[config.mk]
export PLATFORM = sky130hd
export DESIGN_NAME = accel_run_ctrl_flat
export DESIGN_NICKNAME = d
export VERILOG_FILES = /design/src/rtl/accel_run_ctrl_if.sv /design/src/rtl/accel_run_ctrl.sv /design/src/flat_wrapper.sv
export SDC_FILE = /design/constraint.sdc
export NUM_CORES = 1
export LEC_CHECK = 0
export ABC_AREA = 1
export BUFFER_PORTS_ARGS = -buffer_cell sky130_fd_sc_hd__clkbuf_2
export CAP_MARGIN = 20
export CORE_AREA = 8 8 129 131
export CTS_CLUSTER_SIZE = 25
export DETAILED_ROUTE_END_ITERATION = 10
export DIE_AREA = 0 0 137 139
export PLACE_DENSITY_LB_ADDON = 0.08
export SYNTH_ARGS = -nofsm -noshare
export SYNTH_HDL_FRONTEND = slang
export SYNTH_SLANG_ARGS = --single-unit
[constraint.sdc]
create_clock -name clk -period 2.45 [get_ports clk]
set_input_delay 0.49 -clock clk [delete_from_list [all_inputs] [get_ports clk]]
set_output_delay 0.49 -clock clk [all_outputs]
set_load 0.01 [all_outputs]
[src/rtl/accel_run_ctrl_if.sv]
// Host/core-facing signal bundle for the accelerator run controller.
// The controller takes the slave modport; the host/bench side takes master.
interface accel_run_ctrl_if #(
  parameter int REG_WIDTH = 32
);
  logic                 i_start;
  logic                 i_abort;
  logic                 i_host_release;
  logic [REG_WIDTH-1:0] i_conf_outputsize;
  logic                 i_psum_wr;
  logic [REG_WIDTH-1:0] o_conf_ctrl;
  logic                 o_busy;
  logic                 o_done;
  logic                 o_error;
  logic [REG_WIDTH-1:0] o_wr_count;
  logic [REG_WIDTH-1:0] o_status;

  modport master (
    output i_start, i_abort, i_host_release, i_conf_outputsize, i_psum_wr,
    input  o_conf_ctrl, o_busy, o_done, o_error, o_wr_count, o_status
  );

  modport slave (
    input  i_start, i_abort, i_host_release, i_conf_outputsize, i_psum_wr,
    output o_conf_ctrl, o_busy, o_done, o_error, o_wr_count, o_status
  );
endinterface

[src/rtl/accel_run_ctrl.sv]
// Run controller for dnn_accelerator_core: sequences a run, counts psum writes,
// drains the pipeline, then lends the psum BRAM to the host until released.
module accel_run_ctrl #(
  parameter int REG_WIDTH      = 32,
  parameter int DRAIN_CYCLES   = 16,
  parameter int TIMEOUT_CYCLES = 4096
) (
  input  logic               clk,
  input  logic               rst,
  accel_run_ctrl_if.slave    bus
);

  typedef enum logic [2:0] {
    IDLE  = 3'd0,
    RUN   = 3'd1,
    DRAIN = 3'd2,
    HOST  = 3'd3,
    ERR   = 3'd4
  } state_t;

  localparam logic [REG_WIDTH-1:0] DRAIN_LOAD   = REG_WIDTH'(DRAIN_CYCLES - 1);
  localparam logic [REG_WIDTH-1:0] TIMEOUT_LAST = REG_WIDTH'(TIMEOUT_CYCLES - 1);
  localparam logic [REG_WIDTH-1:0] ONE          = REG_WIDTH'(1);

  state_t               state_reg,  state_next;
  logic [REG_WIDTH-1:0] target_reg, target_next;
  logic [REG_WIDTH-1:0] count_reg,  count_next;
  logic [REG_WIDTH-1:0] gap_reg,    gap_next;
  logic [REG_WIDTH-1:0] drain_reg,  drain_next;
  // flags_reg: [2] aborted, [1] overflow, [0] timeout
  logic [2:0]           flags_reg,  flags_next;

  always_ff @(posedge clk) begin
    if (rst) begin
      state_reg  <= IDLE;
      target_reg <= '0;
      count_reg  <= '0;
      gap_reg    <= '0;
      drain_reg  <= '0;
      flags_reg  <= '0;
    end else begin
      state_reg  <= state_next;
      target_reg <= target_next;
      count_reg  <= count_next;
      gap_reg    <= gap_next;
      drain_reg  <= drain_next;
      flags_reg  <= flags_next;
    end
  end

  always_comb begin
    state_next  = state_reg;
    target_next = target_reg;
    count_next  = count_reg;
    gap_next    = gap_reg;
    drain_next  = drain_reg;
    flags_next  = flags_reg;

    case (state_reg)
      IDLE: begin
        if (bus.i_start) begin
          state_next  = RUN;
          target_next = bus.i_conf_outputsize;
          count_next  = '0;
          gap_next    = '0;
          flags_next  = '0;
        end
      end
      RUN: begin
        // Abort pre-empts everything, including a coincident write.
        if (bus.i_abort) begin
          state_next    = IDLE;
          flags_next[2] = 1'b1;
        end else if (bus.i_psum_wr) begin
          count_next = count_reg + ONE;
          gap_next   = '0;
          if (count_reg == target_reg) begin
            state_next = DRAIN;
            drain_next = DRAIN_LOAD;
          end
        end else if (gap_reg == TIMEOUT_LAST) begin
          state_next    = ERR;
          flags_next[0] = 1'b1;
        end else begin
          gap_next = gap_reg + ONE;
        end
      end
      DRAIN: begin
        if (bus.i_abort) begin
          state_next    = IDLE;
          flags_next[2] = 1'b1;
        end else if (bus.i_psum_wr) begin
          count_next    = count_reg + ONE;
          state_next    = ERR;
          flags_next[1] = 1'b1;
        end else if (drain_reg == '0) begin
          state_next = HOST;
        end else begin
          drain_next = drain_reg - ONE;
        end
      end
      HOST: begin
        // A stray core write while the host owns the BRAM is an overrun, even on release.
        if (bus.i_abort) begin
          state_next    = IDLE;
          flags_next[2] = 1'b1;
        end else if (bus.i_psum_wr) begin
          state_next    = ERR;
          flags_next[1] = 1'b1;
        end else if (bus.i_host_release) begin
          state_next = IDLE;
        end
      end
      ERR: begin
        if (bus.i_host_release) state_next = IDLE;
      end
      default: state_next = IDLE;
    endcase
  end

  always_comb begin
    bus.o_conf_ctrl = '0;
    case (state_reg)
      RUN, DRAIN: bus.o_conf_ctrl = REG_WIDTH'(32'h01);
      HOST:       bus.o_conf_ctrl = REG_WIDTH'(32'h11);
      default:    bus.o_conf_ctrl = '0;
    endcase
  end

  assign bus.o_busy     = (state_reg == RUN) || (state_reg == DRAIN);
  assign bus.o_done     = (state_reg == HOST);
  assign bus.o_error    = (state_reg == ERR);
  assign bus.o_wr_count = count_reg;
  assign bus.o_status   = {{(REG_WIDTH-6){1'b0}}, flags_reg, state_reg};

endmodule

[src/flat_wrapper.sv]
// flat-port wrapper written by rule: the top's interface ports become plain ports
module accel_run_ctrl_flat 
#(
  parameter int REG_WIDTH      = 32,
  parameter int DRAIN_CYCLES   = 16,
  parameter int TIMEOUT_CYCLES = 4096
)
  (clk, rst, bus_i_start, bus_i_abort, bus_i_host_release, bus_i_conf_outputsize, bus_i_psum_wr, bus_o_conf_ctrl, bus_o_busy, bus_o_done, bus_o_error, bus_o_wr_count, bus_o_status);
  accel_run_ctrl_if #(.REG_WIDTH(REG_WIDTH)) bus_i ();
  input  logic clk;
  input  logic rst;
  input wire logic [$bits(bus_i.i_start)-1:0] bus_i_start;
  input wire logic [$bits(bus_i.i_abort)-1:0] bus_i_abort;
  input wire logic [$bits(bus_i.i_host_release)-1:0] bus_i_host_release;
  input wire logic [$bits(bus_i.i_conf_outputsize)-1:0] bus_i_conf_outputsize;
  input wire logic [$bits(bus_i.i_psum_wr)-1:0] bus_i_psum_wr;
  output wire logic [$bits(bus_i.o_conf_ctrl)-1:0] bus_o_conf_ctrl;
  output wire logic [$bits(bus_i.o_busy)-1:0] bus_o_busy;
  output wire logic [$bits(bus_i.o_done)-1:0] bus_o_done;
  output wire logic [$bits(bus_i.o_error)-1:0] bus_o_error;
  output wire logic [$bits(bus_i.o_wr_count)-1:0] bus_o_wr_count;
  output wire logic [$bits(bus_i.o_status)-1:0] bus_o_status;
  assign bus_i.i_start = bus_i_start;
  assign bus_i.i_abort = bus_i_abort;
  assign bus_i.i_host_release = bus_i_host_release;
  assign bus_i.i_conf_outputsize = bus_i_conf_outputsize;
  assign bus_i.i_psum_wr = bus_i_psum_wr;
  assign bus_o_conf_ctrl = bus_i.o_conf_ctrl;
  assign bus_o_busy = bus_i.o_busy;
  assign bus_o_done = bus_i.o_done;
  assign bus_o_error = bus_i.o_error;
  assign bus_o_wr_count = bus_i.o_wr_count;
  assign bus_o_status = bus_i.o_status;
  accel_run_ctrl #(.REG_WIDTH(REG_WIDTH), .DRAIN_CYCLES(DRAIN_CYCLES), .TIMEOUT_CYCLES(TIMEOUT_CYCLES)) u_core (.clk(clk), .rst(rst), .bus(bus_i));
endmodule
# After elaboration in Yosys (flattened, before gate mapping)
# Cells that the tools add are included.
word_totals:
  out_inout_bits: 99
  inputBits: 38
  reg_bits: 134
  elab_cells: 92
op_classes:
  n_eq_ne: 24
  addsub: 3
  mux: 38
  reduce_logical: 19
ops:
  columns: ["op", "count"]
  rows:
  - ["$mux W32", 12]
  - ["$pmux W32 S2", 3]
  - ["$add A32 B1 Y32 const B", 2]
  - ["$mux W3", 12]
  - ["$eq A32 B12 Y1 const B", 1]
  - ["$eq A32 B32 Y1", 1]
  - ["$logic_not A32 Y1", 1]
  - ["$sub A32 B1 Y32 const B", 1]
  - ["$ne A2 B2 Y1 const B", 9]
  - ["$reduce_and A4 Y1", 4]
  - ["$pmux W3 S5", 1]
  - ["$ne A4 B3 Y1 const B", 3]
  - ["$ne A2 B1 Y1 const B", 5]
  - ["$pmux W5 S2", 1]
  - ["$reduce_bool A2 Y1", 5]
  - ["$reduce_and A7 Y1", 1]
  - ["$eq A3 B2 Y1 const B", 2]
  - ["$mux W1", 6]
  - ["$pmux W1 S2", 3]
  - ["$reduce_and A5 Y1", 1]
  - ["$reduce_or A2 Y1", 2]
  - ["$eq A3 B1 Y1 const B", 1]
  - ["$eq A3 B3 Y1 const B", 1]
  - ["$logic_not A3 Y1", 1]
  - ["other kinds (5)", 5]

# Longest topological paths before layout
# Gate-level depths: netlist of run 1.
depth:
  depth_word: 5
  ltp_mapped: 14
  ltp_nobuf: 14

# Worst setup path after synthesis of run 1
# OpenSTA, ideal clock, no wires.
synth_path:
  path_kind: "register to register"
  start: "register u_core.count_reg[1] (netlist: u_core.bus.o_wr_count[1])"
  end: "register u_core.count_reg[26] (netlist: u_core.bus.o_wr_count[26])"
  path_buffers: 0
  setup_slack_ns: 0.708
  path_stages_with_launch: 11
  required_ns: 2.322
  arrival_time_ns: 1.614
  setup_time_ns: 0.128
  synth_period_minus_slack_ns: 1.742
  cell_sequence: "dfxtp_1 ha_1 nand3_1 nor2_2 nand3_1 nor2_1 nand2_1 inv_1 nand3_1 xor2_1 nor2_1"
synth_via:
  elab_chain_cells: 4
synth_lines:
  columns: ["element", "line_no", "source"]
  rows:
  - ["start, declared", "accel_run_ctrl.sv:27", "logic [REG_WIDTH-1:0] count_reg, count_next;"]
  - ["start signal, assigned", "accel_run_ctrl.sv:44", "count_reg <= count_next;"]
  - ["$add A32 B1 Y32", "accel_run_ctrl.sv:75, accel_run_ctrl.sv:93", null]
  - ["$mux W32", "accel_run_ctrl.sv:74, accel_run_ctrl.sv:92", null]
  - ["$mux W32", "accel_run_ctrl.sv:89", "if (bus.i_abort) begin"]
  - ["$pmux W32 S2", "accel_run_ctrl.sv:59", "case (state_reg)"]
# No other way between the ends. The select of a mux whose other input is x is not followed.
# A chain may end at the register's enable or synchronous reset.

# Worst setup path in the final report of run 1
layout_path:
  start: "register u_core.state_reg[0]"
  end: "output bus_o_conf_ctrl[4]"
layout_via:
  elab_chain_cells: 3
  word_cells_on_any_way: 5
  classes_between: "eq/ne (3); mux (1); reduce/logical (1)"
layout_lines:
  columns: ["element", "line_no", "source"]
  rows:
  - ["start, declared", "accel_run_ctrl.sv:25", "state_t state_reg, state_next;"]
  - ["start signal, assigned", "accel_run_ctrl.sv:42", "state_reg <= state_next;"]
  - ["$eq A3 B2 Y1 / $eq A3 B1 Y1 (equally long branches)", "accel_run_ctrl.sv:123", "case (state_reg)"]
  - ["$reduce_or A2 Y1 (no line)", null, null]
  - ["$pmux W5 S2 *", "accel_run_ctrl.sv:123", null]
  - ["end, declared", "flat_wrapper.sv:17", "output wire logic [$bits(bus_i.o_conf_ctrl)-1:0] bus_o_conf_ctrl;"]
# Mark *: on every way between the ends. The rest lies on a longest branch, timed or not.

==> impl_results.md, run 1 <==
* Die Span Y at 139 µm
* CTS tree: yes
* Clk_lat worst skew at 0.42 ns
* Worst Skew at 0.0108 ns
* Met3 wire len at 1.18 mm
* Fin. Hold Viols at 0
* FFs w/ async S/R, synth at 0%
* Vias in the first global route at 7,309
* WL met2 at roughly 9.5 mm
* Max_slew headroom at about 65%
* Initial antenna violation count at 0
* Clock sink total at 134
* Count of pins over their slew limit at 0
* Synthesis warning total at 0
* Initial core utilization at around 55%
* Layout Nets at 1,401
* Worst reg2reg path endpoint: u_core.bus.o_wr_count[26]
* Cts bufs inserted at 17
* Library cells used by synthesis at 40
* ANT nets after route at 0
* Max-cap violations at 0
* Setup CP Type: reg2out
* CP startpoint kind: flop
* Core area at 14,800 µm²
* Share of layout cells above drive strength 1 at 11.9%
* DRT iter0 DRCs at between 500 and 600
* Max stage delay on crit path at 0.49 ns
* Hold path endpoint: u_core.target_reg[12]
* Hold path start: bus_i_conf_outputsize[12]
* Top Ports at between 100 and 150
* Clock buffer depth at 2
* Die Area at 19,000 µm²
* RD Place Congestion at about 0.9
* Final wirelength at 20.6 mm
* Hold depth at 3
* Post-CTS Setup Bufs at 0
* N_diodes at 0
* Post-Synthesis Cells at 1,282
* RSZ-0062 raised after global routing: no
* Worst Slack Setup Final at 0.314 ns
* Peak supply drop at 0.000482 V
* Crit-path max FO at 4
* Tcrit/Tclk final at 87.2%
* Placement Setup Slack at 0.338 ns
* Post-synth EDFFs at 0
* Power Dens Cells at 644 nW/µm²
* Required @ worst endpoint at 1.96 ns
* Synth Register Bits at 134
* Seq/Total Area, Yosys at 33.0%
* Max Used Layer: met4
* CTS root buf: clkbuf_16
* Synth-to-Final Area Change at 11.8%
* Mapped Area at 8120 µm²
* Drt pass-1 iters at 7
* Worst R2R Start: u_core.bus.o_wr_count[1]
* Worst slew pin tran at 0.522 ns
* M1 wire length at 9.55 mm
* H-tree depth at 4
* Setup TNS at 0 ns
* # rows at 45
* Crit path from: u_core.state_reg[0]
* Post-CTS Hold Buffers at 0
* Most used flip-flop cell after synthesis: dfxtp_1
* Leak at 0.00396 µW
* Worst r2r path cells at 10
* Clk slew on worst S/H paths at 0.06 ns
* Global-route wire length before repair at ~34 mm
* # setup viols final at 0
* Post-CTS resize count at 0
* Final HPWL DP at between 15 and 20 mm
* Largest net degree at the start of global routing at 41
* Fmax at 0.468 GHz
* Status: finished clean
* Hold Crit Class: in2reg
* Port buffer count at 80
* DR vias/cell at 5.08
* DR WL/cell at 13.2 µm
* R2r setup slk at 0.32 ns
* Die X at about 140 µm
* Mean area per synthesized cell at approximately 6.3 µm²
* CP Cell Sequence: inv_2, nor3_1, clkbuf_2
* Vias at 7,924
* Fin crit period at 2.14 ns
* Total track usage at 21.8%
* DRC at 0
* Crit path arrival time at 1.65 ns
* Slowest CP cell: dfxtp_1
* Critical path capture point type: output pin
* Congestion Overflow GR at 0
## critical path, delay by kind of cell, from the launching register on
kind	cells	cell delay [ns]
DFF	1	0.49
and+or+nand+nor	1	0.42
buffers and inverters	2	0.31
## cell usage after synthesis, types with 4 or more instances
library cell,instances,area (µm²)
a21oi_1,99,495
buf_2,8,40.0
o21a_1,5,37.5
nand3b_1,4,30.0
buf_6,4,45.0
o21ai_1,14,70.1
nor3_2,6,60.1
a31oi_1,4,25.0
clkbuf_1,18,67.6
inv_1,134,503
dfxtp_1,134,2680
nand2_2,4,25.0
buf_4,65,488
xnor2_1,29,254
o21bai_1,8,60.1
nor2_1,210,788
nand2_1,302,1130
o21ai_0,48,240
nor2_2,8,50.1
xor2_1,12,105
nand3_1,81,405
inv_2,8,30.0
nand4_1,20,125
nor4_1,4,25.0
nor3_1,33,165
## layout by cell type, fill, tap and decap left out, drive strengths merged, types with 8 or more instances in the layout
master,count
nor3,39
xnor2,29
inv,142
o21ai,63
nor2,218
xor2,12
nand3,83
clkbuf,102
dfxtp,134
a21oi,100
o21bai,8
nand2,306
nand4,20
buf,19
conb,56
## worst max path at each step
stage / endpoint / slack (ns) / cells past startpoint
4_1_cts: bus_o_conf_ctrl[4] / 0.32 / 3
3_5_place_dp: u_core.bus.o_wr_count[26] / 0.34 / 10
3_3_place_gp: u_core.bus.o_wr_count[26] / 0.35 / 10
6_report: bus_o_conf_ctrl[4] / 0.31 / 3
2_1_floorplan: u_core.bus.o_wr_count[26] / 0.71 / 10
5_1_grt: u_core.bus.o_wr_count[26] / 0.07 / 10
## layout make-up
cell class / instances / area [µm²]
multi-input combinational: 965 / 4470
sequential: 134 / 2680
clock buffer: 22 / 484
inverter: 143 / 537
tap: 188 / 235
clock inverter: 10 / 121
fill: 1502 / 5670
timing repair buffer: 99 / 543
## routing by layer
| metal | vias up | track usage [%] |
|---|---|---|
| met5 | - | 0 |
| li1 | 4137 | - |
| met1 | 3562 | 27.8 |
| met3 | 26 | 5.11 |
| met4 | 0 | 6.58 |
| met2 | 199 | 35.5 |
## logic make-up after synthesis
kind of cell             count (synthesis)  synth area share, %
other                                    1               0.0462
adder cells (fa/ha/maj)                  3                0.462
buffers and inverters                  238                 14.5
AO/OA/AOI/OAI                          185                 12.1
flip-flops                             134                 33.0
XOR/XNOR                                41                 4.42
AND/OR/NAND/NOR                        680                 35.4
## metrics by stage
step	cell area [µm²]	hold WS [ns]	total power, µW	std cells	util [%]
after floorplan	8330	0.436	3140	1337	-
after global placement	8470	0.444	3270	1529	57.4
after detailed placement	8470	0.449	3280	1529	57.4
after CTS	9080	0.335	5870	1561	61.5
after global routing	9080	0.349	6110	1561	61.5
final	9080	0.345	5840	1561	61.5
## power by group
part / internal, µW / total, µW / switching, µW
clock network: 1610 / 2600 / 989
registers: 2250 / 2310 / 54.8
logic: 304 / 939 / 636
total: 4160 / 5840 / 1680
No activity file was read; power rests on OpenSTA's default activity.
==> run 2, diff against run 1 <==
--- a/config.mk
+++ b/config.mk
@@ -5,13 +5,12 @@
 export SDC_FILE = /design/constraint.sdc
 export NUM_CORES = 1
 export LEC_CHECK = 0
-export ABC_AREA = 1
 export BUFFER_PORTS_ARGS = -buffer_cell sky130_fd_sc_hd__clkbuf_2
 export CAP_MARGIN = 20
-export CORE_AREA = 8 8 129 131
+export CORE_AREA = 8 8 123 125
 export CTS_CLUSTER_SIZE = 25
 export DETAILED_ROUTE_END_ITERATION = 10
-export DIE_AREA = 0 0 137 139
+export DIE_AREA = 0 0 131 133
 export PLACE_DENSITY_LB_ADDON = 0.08
 export SYNTH_ARGS = -nofsm -noshare
 export SYNTH_HDL_FRONTEND = slang
==> impl_results.md, run 2 <==
* FFs w/ async S/R, synth at 0% (unchanged)
* Hold Crit Class: in2reg
* Fmax at 0.424 GHz (-9.5%)
* Most frequent cells in the layout: dfxtp_1, nand2_1, a21oi_1
* Max stage delay on crit path at 0.53 ns (+0.04 ns)
* Drt pass-1 iters at 5 (-2)
* N_diodes at 0 (unchanged)
* Multi-input gate area at 4040 µm² (-9.7%)
* Tcrit/Tclk final at 96.4% (+9.2 points)
* Worst Path Buf+Inv at 1 (-1)
* Count of pins over their slew limit at 0 (unchanged)
* Synthesis warning total at 0 (unchanged)
* Worst Skew at 0.00838 ns (-0.00240 ns)
* Yosys top cell area share at 37.4% (+4.4 points)
* Power Dens Cells at 867 nW/µm² (+35%)
* Placement Setup Slack at 0.0880 ns (-0.250 ns)
* Core area at 13,100 µm² (-11%)
* Worst reg2reg path endpoint: u_core.drain_reg[17]
* Mean area per synthesized cell at 7.87 µm² (+24%)
* Die Area at 17,400 µm² (-8.5%)
* Cts bufs inserted at 17 (unchanged)
* Final wirelength at 18.9 mm (-8.2%)
* Most common cell after layout, fill and taps aside: dfxtp_1
* Status: finished clean
* Die X at 131 µm (-4.4%)
* # rows at 42 (-6.7%)
* Seq/Total Area, Yosys at 37.4% (+4.4 points)
* Die Span Y at 133 µm (-4.3%)
* DRT iter0 DRCs at 452 (-18%)
* Share of layout cells above drive strength 1 at 19.4% (+7.5 points)
* Crit path arrival time at 2.71 ns (+1.06 ns)
* Worst Slack Setup Final at 0.0891 ns (-0.224 ns)
* Comb pwr share at 30.8% (+15 points)
* Critical path capture point type: flop
* RSZ-0062 raised after global routing: no
* DRC at 0 (unchanged)
* Clk network pwr share at 35.2% (-9.3 points)
* Fin crit period at 2.36 ns (+0.224 ns)
* Sw Share at 33.4% (+4.6 points)
* Psw at 2480 µW (+48%)
* R2r setup slk at 0.09 ns (-0.23 ns)
* Seq pwr share at 34.0% (-5.5 points)
* Initial antenna violation count at 0 (unchanged)
* Final HPWL DP at 13.6 mm (-11%)
* Post-CTS resize count at 0 (unchanged)
* Post-CTS Hold Buffers at 0 (unchanged)
* Fin. Hold Viols at 0 (unchanged)
* Fillers at 1,192 (-21%)
* Top Ports at 137 (unchanged)
* Max-cap violations at 0 (unchanged)
* Post-Synthesis Cells at 910 (-29%)
* Peak supply drop at 0.000444 V (-8.0%)
* H-tree depth at 4 (unchanged)
* Post-CTS Setup Bufs at 0 (unchanged)
* Clk slew on worst S/H paths at 0.06 ns (about the same)
* Clock buffer depth at 2 (unchanged)
* Vias in the first global route at 6,087 (-17%)
* Total track usage at 21.4% (-0.43 points)
* # setup viols final at 0 (unchanged)
* Congestion Overflow GR at 0 (unchanged)
* Cell taking the most area after synthesis: dfxtp_1
* CTS root buf: clkbuf_16
* Count leader, synth: dfxtp_1
* Register area at 2680 µm² (unchanged)
* Slowest CP cell: or4_1
* DR WL/cell at 15.5 µm (+18%)
* Vias at 6,700 (-15%)
* Hold depth at 3 (unchanged)
* Global-route wire length before repair at 30.0 mm (-13%)
* Hold path endpoint: u_core.target_reg[9]
* Mapped Area at 7170 µm² (-12%)
* Hold path start: bus_i_conf_outputsize[9]
* Area contributors post-synth: dfxtp_1, a21oi_1, buf_4, nand2_1, xnor2_1
* Worst r2r path cells at 8 (-2)
* Required @ worst endpoint at 2.80 ns (+0.84 ns)
* Crit path max-delay family: simple AND/OR/NAND/NOR gates
* Layout Nets at 1,072 (-23%)
* Clk_lat worst skew at 0.43 ns (about the same)
* CP Cell Sequence: inv_1, ha_1, nor4b_4, and3_4, a31o_2, or4_1, or3_1, a21oi_1
* Synth Register Bits at 134 (unchanged)
* Power Internal at 4950 µW (+19%)
* RD Place Congestion at 0.833 (-5.1%)
* Clock sink total at 134 (unchanged)
* CTS tree: yes
* Worst slew pin tran at 0.531 ns (+0.00895 ns)
* Max_slew headroom at 64.4% (-0.38 points)
* Setup CP Type: reg2reg
* Initial core utilization at 54.8% (-0.30 points)
* Post-synth EDFFs at 0 (unchanged)
* Synth-to-Final Area Change at 19.7%
* Setup TNS at 0 ns (unchanged)
* Top post-synthesis cells by count: dfxtp_1, nand2_1, a21oi_1, nor2_1, buf_4
* Crit-path max FO at 5 (+1)
* ANT nets after route at 0 (unchanged)
* Port buffer count at 80 (unchanged)
* Leak at 0.00343 µW (-13%)
* Worst R2R Start: u_core.drain_reg[0]
* Most used flip-flop cell after synthesis: dfxtp_1
* Largest net degree at the start of global routing at 50 (+22%)
* CP startpoint kind: flop
* Library cells used by synthesis at 63 (+57%)
* DR vias/cell at 5.50 (+8.3%)
==> run 2: cell count changes after synthesis, moves of 19 or more <==
cell | previous run | this run
nand2_1 | 302 | 107
or4_1 | 0 | 19
xor2_1 | 12 | 35
clkbuf_1 | 18 | 40
o21ai_0 | 48 | 28
or3_1 | 0 | 31
inv_1 | 134 | 17
nor4_1 | 4 | 27
nor2_1 | 210 | 73
nand3_1 | 81 | 32
==> run 2: worst min-delay path: stages <==
cell and delay [ns]:
clkbuf_2 0.08, nand2_1 0.04, a21oi_1 0.05
==> run 2: layout make-up <==
class	instances	area share [%]
Multi-Input combinational cell	709	47.1
Sequential cell	134	31.3
Timing Repair Buffer	152	11.3
Clock buffer	19	5.28
Tap cell	176	2.57
Clock inverter	12	1.78
Inverter	17	0.744
==> run 2: metrics by stage <==
step	instances	instance area, µm²	total power (µW)	util [%]	hold WS [ns]
2_1_floorplan	965	7370	4080	-	0.448
3_3_place_gp	1188	7930	4750	60.6	0.455
3_5_place_dp	1188	7930	4770	60.6	0.459
4_1_cts	1219	8540	7380	65.2	0.272
5_1_grt	1219	8580	7830	65.6	0.286
6_report	1219	8580	7440	65.6	0.281
==> run 2: worst max-delay path by stage <==
stage | startpoint | end | cells after the start
2_1_floorplan | u_core.drain_reg[0] | u_core.drain_reg[31] | 9
3_3_place_gp | u_core.drain_reg[0] | u_core.drain_reg[30] | 8
3_5_place_dp | u_core.drain_reg[0] | u_core.drain_reg[30] | 8
4_1_cts | u_core.state_reg[0] | bus_o_busy | 6
5_1_grt | u_core.drain_reg[0] | u_core.drain_reg[26] | 8
6_report | u_core.drain_reg[0] | u_core.drain_reg[17] | 8
==> run 2: routing by layer <==
layer,share of wire (%),up-vias,global-route usage (%)
met4,2.2,0,8.87
met3,5.6,35,4.30
met1,45,3089,27.0
li1,-,3373,-
met5,0,-,0
met2,47,203,34.5
==> run 2: cell families (layout without fill, tap and decap cells) <==
group                    after synthesis  in the layout  synth area share [%]
flip-flops                           134            134                  37.4
XOR/XNOR                              70             70                  8.56
AO/OA/AOI/OAI                        169            169                  13.9
buffers and inverters                122            200                  9.64
AND/OR/NAND/NOR                      410            410                  29.7
adder cells (fa/ha/maj)                3              3                 0.524
other                                  1             56                0.0523
multiplexers                           1              1                 0.140
==> run 2: power groups by stage <==
stage	registers [µW]	logic, µW	clock network [µW]
global placement	2560	2190	0
CTS	2520	2210	2650
finish	2530	2290	2620
detailed placement	2570	2200	0
global route	2550	2530	2740
floorplan	2540	1540	0
==> run 3, diff against run 2 <==
--- a/config.mk
+++ b/config.mk
@@ -7,10 +7,10 @@
 export LEC_CHECK = 0
 export BUFFER_PORTS_ARGS = -buffer_cell sky130_fd_sc_hd__clkbuf_2
 export CAP_MARGIN = 20
-export CORE_AREA = 8 8 123 125
+export CORE_AREA = 8 8 128 130
 export CTS_CLUSTER_SIZE = 25
 export DETAILED_ROUTE_END_ITERATION = 10
-export DIE_AREA = 0 0 131 133
+export DIE_AREA = 0 0 136 138
 export PLACE_DENSITY_LB_ADDON = 0.08
 export SYNTH_ARGS = -nofsm -noshare
 export SYNTH_HDL_FRONTEND = slang
==> constraint.sdc (replaced) <==
create_clock -name clk -period 2.1 [get_ports clk]
set_input_delay 0.42 -clock clk [delete_from_list [all_inputs] [get_ports clk]]
set_output_delay 0.42 -clock clk [all_outputs]
set_load 0.01 [all_outputs]
==> impl_results.md, run 3 (same netlist as run 2, synthesis figures left out) <==
* Worst Skew at 0.00685 ns (-0.00153 ns)
* Max Used Layer: met4
* Setup TNS at -3.37 ns (-3.37 ns)
* Design Power at 9990 µW (+34%)
* Required @ worst endpoint at 2.40 ns (-0.40 ns)
* Post-CTS Hold Buffers at 0 (unchanged)
* DR vias/cell at 5.49 (-0.14%)
* # rows at 44 (+4.8%)
* Hold depth at 3 (unchanged)
* Final HPWL DP at 15.1 mm (+11%)
* RD Place Congestion at 0.906 (+8.8%)
* Total track usage at 22.6% (+1.3 points)
* Final wirelength at 21.7 mm (+15%)
* Die X at 136 µm (+3.8%)
* Tcrit/Tclk final at 110% (+13 points)
* Cts bufs inserted at 17 (unchanged)
* Clock sink total at 134 (unchanged)
* Worst reg2reg path endpoint: u_core.drain_reg[29]
* Fin crit period at 2.30 ns (-0.0596 ns)
* Fillers at 1,220 (+2.3%)
* Synth-to-Final Area Change at 38.1%
* Crit path to: u_core.drain_reg[29]
* Max-cap violations at 0 (unchanged)
* Max_slew headroom at 53.6% (-11 points)
* Most frequent cells in the layout: buf_4, dfxtp_1, nand2_1
* Congestion Overflow GR at 0 (unchanged)
* Crit-path max FO at 20 (+15)
* CTS root buf: clkbuf_16
* Count of pins over their slew limit at 0 (unchanged)
* Layout Nets at 1,170 (+9.1%)
* Setup CP Type: reg2reg
* Die Span Y at 138 µm (+3.8%)
* Worst R2R Start: u_core.target_reg[7]
* Fmax at 0.435 GHz (+2.6%)
* Vias at 7,256 (+8.3%)
* Top Ports at 137 (unchanged)
* Met3 wire len at 1.52 mm (+45%)
* Worst slew pin tran at 0.691 ns (+0.161 ns)
* Peak supply drop at 0.000664 V (+50%)
* ANT nets after route at 0 (unchanged)
* Leak at 0.00409 µW (+19%)
* DRT iter0 DRCs at 565 (+25%)
* DRC at 0 (unchanged)
* N_diodes at 0 (unchanged)
* WL met2 at 10.2 mm (+14%)
* DR WL/cell at 16.4 µm (+6.2%)
* Core area at 14,300 µm² (+9.4%)
* Worst Slack Setup Final at -0.201 ns (-0.290 ns)
* Global-route wire length before repair at 34.8 mm (+16%)
* H-tree depth at 4 (unchanged)
* Most common cell after layout, fill and taps aside: buf_4
* M1 wire length at 9.69 mm (+14%)
* Clk_lat worst skew at 0.42 ns (about the same)
* Initial antenna violation count at 0 (unchanged)
* Power Dens Cells at 1010 nW/µm² (+16%)
* Port buffer count at 80 (unchanged)
* Fin. Hold Viols at 0 (unchanged)
* CP startpoint kind: flop
* Vias in the first global route at 6,959 (+14%)
* Clk slew on worst S/H paths at 0.06 ns (about the same)
* Worst r2r path cells at 7 (-1)
* RSZ-0062 raised after global routing: yes
* Drt pass-1 iters at 5 (unchanged)
* Clock buffer depth at 2 (unchanged)
* Placement Setup Slack at -0.307 ns (-0.395 ns)
* # setup viols final at 29 (+29)
* Crit path from: u_core.target_reg[7]
* Share of layout cells above drive strength 1 at 32.3% (+13 points)
* Crit path arrival time at 2.61 ns (-0.10 ns)
* R2r setup slk at -0.20 ns (-0.29 ns)
* Die Area at 18,800 µm² (+7.7%)
* Largest net degree at the start of global routing at 35 (-30%)
* Critical path capture point type: flop
* Status: finished, violations left
* CTS tree: yes
* Initial core utilization at 50.1% (-4.7 points)
* Hold Crit Class: in2reg
* Failing checks: negative setup slack
==> run 3: changes by cell type in the layout (fill, tap and decap cells not counted), sizes merged <==
cell,delta
bufinv,-1
clkbuf,+5
bufbuf,+1
clkinv,-2
inv,-1
buf,+97
clkinvlp,-4
==> run 3: critical path, cell delays in order, from the launching register on <==
cell and delay [ns]:
dfxtp_2 0.33, xor2_2 0.19, nor4_4 0.35, nand4_1 0.23, o21a_4 0.32, bufbuf_16 0.32, o31ai_1 0.35, a21oi_2 0.09
==> run 3: final cells by class <==
cell class	instances	area (µm²)	area share, %
repair buffers	250	1870	18.9
flip-flops and latches	134	2700	27.3
well taps	184	230	2.33
multi-input cells	709	4460	45.1
clock inverters	4	70.1	0.708
clock buffers	24	502	5.07
inverters	17	63.8	0.645
==> run 3: how the worst min path moves through the flow <==
stage                                    startpoint                     to  slack (ns)
after floorplan                u_core.target_reg[0]   u_core.target_reg[0]        0.45
after global placement        u_core.target_reg[29]  u_core.target_reg[29]        0.45
after detailed placement        u_core.flags_reg[2]    u_core.flags_reg[2]        0.46
after CTS                 bus_i_conf_outputsize[22]  u_core.target_reg[22]        0.21
after global routing      bus_i_conf_outputsize[21]  u_core.target_reg[21]        0.23
final                     bus_i_conf_outputsize[22]  u_core.target_reg[22]        0.22
==> run 3: power breakdown <==
| group | internal (µW) | switching [µW] |
|---|---|---|
| combinational | 1970 | 2160 |
| sequential | 2760 | 181 |
| clock | 1870 | 1050 |
| total | 6610 | 3380 |
==> run 3: through the flow <==
stage / hold slack (ns) / cells / cell area (µm²) / utilization, %
2_1_floorplan: 0.448 / 965 / 7520 / -
3_3_place_gp: 0.455 / 1280 / 8710 / 60.9
3_5_place_dp: 0.456 / 1280 / 8710 / 60.9
4_1_cts: 0.206 / 1318 / 9610 / 67.1
5_1_grt: 0.231 / 1322 / 9890 / 69.1
6_report: 0.216 / 1322 / 9890 / 69.1
==> run 3: timing repair <==
action	in CTS	in global routing
hold endpoints to repair	0	0
gates cloned	3	0
resized for setup	41	60
buffers inserted	7	4
endpoints found under the setup margin	33	62
pin swaps	31	9
==> run 3: metal layers <==
metal | vias up | GRT usage, %
met1 | 3394 | 29.4
met4 | 0 | 7.81
met2 | 261 | 36.2
met3 | 33 | 4.75
li1 | 3568 | -
met5 | - | 0
